File: config.mk
export PLATFORM = sky130hd
export DESIGN_NAME = codificador_varredura
export DESIGN_NICKNAME = d
export VERILOG_FILES = /design/src/rtl/codificador_pkg.sv /design/src/rtl/codificador_prioridade.sv /design/src/rtl/codificador_varredura.sv
export SDC_FILE = /design/constraint.sdc
export NUM_CORES = 1
export LEC_CHECK = 0
export ABC_AREA = 1
export CAP_MARGIN = 20
export CORE_UTILIZATION = 50
export CTS_CLUSTER_DIAMETER = 200
export DETAILED_ROUTE_END_ITERATION = 6
export PLACE_DENSITY_LB_ADDON = 0.08
export SLEW_MARGIN = 10
export SYNTH_ARGS = -nofsm -noshare
export SYNTH_HDL_FRONTEND = slang
export SYNTH_SLANG_ARGS = --single-unit
File: constraint.sdc
create_clock -name clock -period 2.7 [get_ports clock]
set_input_delay 0.675 -clock clock [delete_from_list [all_inputs] [get_ports clock]]
set_output_delay 0.675 -clock clock [all_outputs]
set_load 0.005 [all_outputs]
File: src/rtl/codificador_pkg.sv
// Types and sizes shared by the register-bank scan encoder and the bank's write-select decoder.
package codificador_pkg;

    localparam int unsigned N_LINHAS = 8;
    localparam int unsigned W_INDICE = 3;

    typedef enum logic [0:0] {
        OCIOSO,
        EMITINDO
    } estado_e;

endpackage

File: src/rtl/codificador_prioridade.sv
// Combinational lowest-set-bit encoder: returns the index of the lowest set line and whether
// any line is set.
module codificador_prioridade
    import codificador_pkg::*;
#(
    parameter int unsigned N = N_LINHAS,
    parameter int unsigned W = W_INDICE
) (
    input  logic [N-1:0] linhas_i,
    output logic [W-1:0] indice_o,
    output logic         algum_o
);

    always_comb begin
        indice_o = '0;
        algum_o  = |linhas_i;
        // Scanning downward leaves the lowest set bit as the final assignment.
        for (int i = int'(N) - 1; i >= 0; i--) begin
            if (linhas_i[i]) begin
                indice_o = W'(i);
            end
        end
    end

endmodule

File: src/rtl/codificador_varredura.sv
// Sequential scan encoder: emits the index of every set mask line, lowest first, one per
// valido/pronto handshake, pulsing fim when the scan completes.
module codificador_varredura
    import codificador_pkg::*;
#(
    parameter int unsigned N = N_LINHAS,
    parameter int unsigned W = W_INDICE
) (
    input  logic         clock,
    input  logic         resetn,
    input  logic         carrega,
    input  logic [N-1:0] mascara,
    input  logic         pronto,
    output logic [W-1:0] indice,
    output logic         valido,
    output logic         ocupado,
    output logic         fim
);

    estado_e        estado_q, estado_d;
    logic [N-1:0]   pendente_q, pendente_d;
    logic [W-1:0]   indice_q, indice_d;
    logic           valido_q, valido_d;
    logic           ocupado_q, ocupado_d;
    logic           fim_q, fim_d;

    logic [N-1:0]   pendente_limpo;
    logic [N-1:0]   enc_entrada;
    logic [W-1:0]   enc_indice;
    logic           enc_algum;
    logic           transfere;

    assign transfere      = valido_q & pronto;
    assign pendente_limpo = pendente_q & ~(N'(1) << indice_q);
    // One encoder serves both the initial load and every post-transfer step.
    assign enc_entrada    = (estado_q == OCIOSO) ? mascara : pendente_limpo;

    codificador_prioridade #(
        .N (N),
        .W (W)
    ) u_prioridade (
        .linhas_i (enc_entrada),
        .indice_o (enc_indice),
        .algum_o  (enc_algum)
    );

    always_comb begin
        estado_d   = estado_q;
        pendente_d = pendente_q;
        indice_d   = indice_q;
        valido_d   = valido_q;
        ocupado_d  = ocupado_q;
        fim_d      = 1'b0;
        unique case (estado_q)
            OCIOSO: begin
                if (carrega) begin
                    if (enc_algum) begin
                        pendente_d = mascara;
                        indice_d   = enc_indice;
                        valido_d   = 1'b1;
                        ocupado_d  = 1'b1;
                        estado_d   = EMITINDO;
                    end else begin
                        fim_d = 1'b1;
                    end
                end
            end
            EMITINDO: begin
                if (transfere) begin
                    pendente_d = pendente_limpo;
                    if (enc_algum) begin
                        indice_d = enc_indice;
                    end else begin
                        valido_d  = 1'b0;
                        ocupado_d = 1'b0;
                        fim_d     = 1'b1;
                        estado_d  = OCIOSO;
                    end
                end
            end
            default: estado_d = OCIOSO;
        endcase
    end

    always_ff @(posedge clock or negedge resetn) begin
        if (!resetn) begin
            estado_q   <= OCIOSO;
            pendente_q <= '0;
            indice_q   <= '0;
            valido_q   <= 1'b0;
            ocupado_q  <= 1'b0;
            fim_q      <= 1'b0;
        end else begin
            estado_q   <= estado_d;
            pendente_q <= pendente_d;
            indice_q   <= indice_d;
            valido_q   <= valido_d;
            ocupado_q  <= ocupado_d;
            fim_q      <= fim_d;
        end
    end

    assign indice  = indice_q;
    assign valido  = valido_q;
    assign ocupado = ocupado_q;
    assign fim     = fim_q;

endmodule

==> reports/results.ini <==
[cts]
cts_tree = yes
numCtsBuffers = 3
clock_sinks = 14
clk-insertion-delay-late_ps = 280
cts_buffer_depth = 2
clk_pin_slew_ps = 80
cts_resized = 0
htreeDepth = 1
post_cts_buffers = 0
hold_buffers = 0
ctsRootBufferMaster = clkbuf_4

[power]
swShare_pct = 46.87
switchingPower_uw = 520.8
combinationalPowerShare_pct = 57.9
clkPwrFrac_pct = 10.5
seqPwrFrac_pct = 31.6
power.total_uw = 1111
p_leak_uw = 0.0006560
peakVddDrop_v = 0.0005037
p_int_uw = 590.3
p_per_area_nw_per_um2 = 971.5

[yosys]
synth_top_area_share_pct = 36.75
ys_seq_area_share_pct = 36.75
synth.area.top_cells = dfrtp_1 37%, nand2_1 20%, nand3_1 7.9%, inv_1 6.3%, nor2_1 3.9%
synth_top_cell_by_area = dfrtp_1
syn_area_per_cell_um2 = 6.859
syn_area_um2 = 953.4
synth_nets = 151
synth.distinct_cells = 20
synth-warning-count = 0
syn_inst = 139
synth_seq_cells = 14

[worst_setup_path]
r2r_slack_ps = 690
path_class = reg2reg
path_max_fanout = 14
r2r_cells = 11
r2r-end = pendente_q[2]$_DFFE_PN0P_
critPathArrivalTime_ps = 2180
worstSetupEndpointType = register
required_ps = 2870
cp-start-kind = register
r2r_start = estado_q$_DFF_PN0_

[place]
gp_congestion = 0.8307
portBuffers = 17
placed_area_um2 = 1121
dp_hpwl_um = 1482

[layout]
final_util_pct = 64.82
area_growth_syn_to_layout_pct = 19.95
n_antenna_cell = 0
fin_nets = 170
drive_gt1_share_pct = 16.03
final_area_um2 = 1144

[routing]
drtAntennaViolNets = 0
routed_wl_um = 1929
wl_per_cell_um = 10.66
via_per_inst = 4.724
vias = 855
drt-initial-drc-count = 21
first_pass_iters = 4
drc = 0

[sta]
period_needed_ps = 2009
final-max-slew-violation-count = 0
tightest_slew_ps = 611.3
grt_setup_unrepaired = no
hold_viol = 0
fin_setup_tns_ps = 0
fin_crit_sh_pct = 74.41
report.final.setup_viol = 0
slew_headroom_pct = 59.12
fmax_mhz = 497.8
skew_ps = 3.212

[flow_run]
maxCapViolations = 0

[floorplan]
initial_utilization_pct = 54.04
die_w_um = 45.67
num_rows = 15
ioPinCount = 18
die_h_um = 45.67
core_area_um2 = 1764
die_area_um2 = 2085

[status]
outcome = completed

[hold_path]
hold_class = reg2reg
whs_endpoint = pendente_q[6]$_DFFE_PN0P_
hp-start = pendente_q[6]$_DFFE_PN0P_
hold_depth = 2

[grt]
antenna_found_initial = 0
grt_max_degree = 15
grt_remaining_overflow = 0
grt_pass1_wl_um = 3105
grt_pass1_vias = 720
grt_usage_pct = 21.18

## worst max path at each step
stage	startpoint	endpoint	slack, ps	cells past startpoint
final	estado_q$_DFF_PN0_	pendente_q[2]$_DFFE_PN0P_	690	11
after global routing	estado_q$_DFF_PN0_	pendente_q[2]$_DFFE_PN0P_	510	10
after CTS	estado_q$_DFF_PN0_	pendente_q[2]$_DFFE_PN0P_	690	11
after detailed placement	mascara[2]	pendente_q[2]$_DFFE_PN0P_	460	11
after global placement	mascara[2]	pendente_q[2]$_DFFE_PN0P_	520	11
after floorplan	mascara[4]	pendente_q[7]$_DFFE_PN0P_	1120	9
## through the flow
step           hold slack [ps]  instances  worst slack, ps
3_5_place_dp             496.0        178            463.6
3_3_place_gp             494.7        178            515.4
2_1_floorplan            379.4        139             1124
4_1_cts                  516.2        181            693.3
5_1_grt                  536.0        181            505.5
6_report                 510.5        181            691.0
## critical path, stage by stage, from the launching register on
cell,delay (ps)
dfrtp_1,640
inv_2,170
nand2_1,100
inv_1,60
a21oi_4,140
nand2_2,90
nor2_4,140
nand2_4,80
nand2_4,140
nand2_2,140
nand2_1,120
nand2_1,60
## registers in the layout (all words and copies together) (netlist names)
name / flops
fim: 1
pendente_q: 8
ocupado: 1
estado_q: 1
indice: 3
## logic make-up (layout without fill, tap and decap cells)
| logic type | count (synthesis) | after routing | synth area share [%] |
|---|---|---|---|
| DFF | 14 | 14 | 36.75 |
| AOI/OAI and AO/OA | 12 | 12 | 9.974 |
| and+or+nand+nor | 85 | 85 | 39.89 |
| buffers and inverters | 28 | 45 | 13.39 |
## per-layer routing
| metal | up-vias | GRT usage (%) | part of all wire, % |
|---|---|---|---|
| met5 | - | 0 | 0 |
| met4 | 0 | 9.091 | 1.6 |
| met3 | 5 | 2.381 | 2.7 |
| met2 | 15 | 30.86 | 43 |
| met1 | 375 | 31.34 | 52 |
| li1 | 460 | - | - |
## synthesized netlist by cell type
master,count
o21ai_0,4
dfrtp_1,14
a21oi_4,2
nand2_4,2
buf_6,1
buf_8,1
nand3_1,15
nand2_2,4
nor2_1,10
nand2_1,51
a21boi_2,1
a21boi_1,1
nor2_2,1
inv_2,9
inv_1,16
a21oi_1,1
buf_4,1
nor2_4,2
o21ai_1,2
a21oi_2,1
## placed cells by master, fill, tap and decap left out
master           count
a21boi_1             1
a21boi_2             1
a21oi_1              1
a21oi_2              1
a21oi_4              2
clkbuf_4             3
clkdlybuf4s50_1     17
dfrtp_1             14
inv_1               16
inv_2                9
nand2_1             51
nand2_2              4
nand2_4              2
nand3_1             15
nor2_1              10
nor2_2               1
nor2_4               2
o21ai_0              4
o21ai_1              2
## power groups by stage
| stage | Combinational [uW] | Sequential (uW) | Clock, uW |
|---|---|---|---|
| 2_1_floorplan | 500 | 339 | 0 |
| 3_3_place_gp | 630 | 354 | 0 |
| 3_5_place_dp | 642 | 356 | 0 |
| 4_1_cts | 644 | 352 | 118 |
| 5_1_grt | 723 | 362 | 125 |
| 6_report | 643 | 351 | 117 |
## cell type report
class	instances	area, um2
timing repair buffer	17	170.2
sequential	14	350.3
multi-input combinational	97	475.5
tap	25	31.28
clock buffer	3	22.52
fill	165	620.6
inverter	25	93.84
Note: power is estimated with default switching activity, not from simulation.
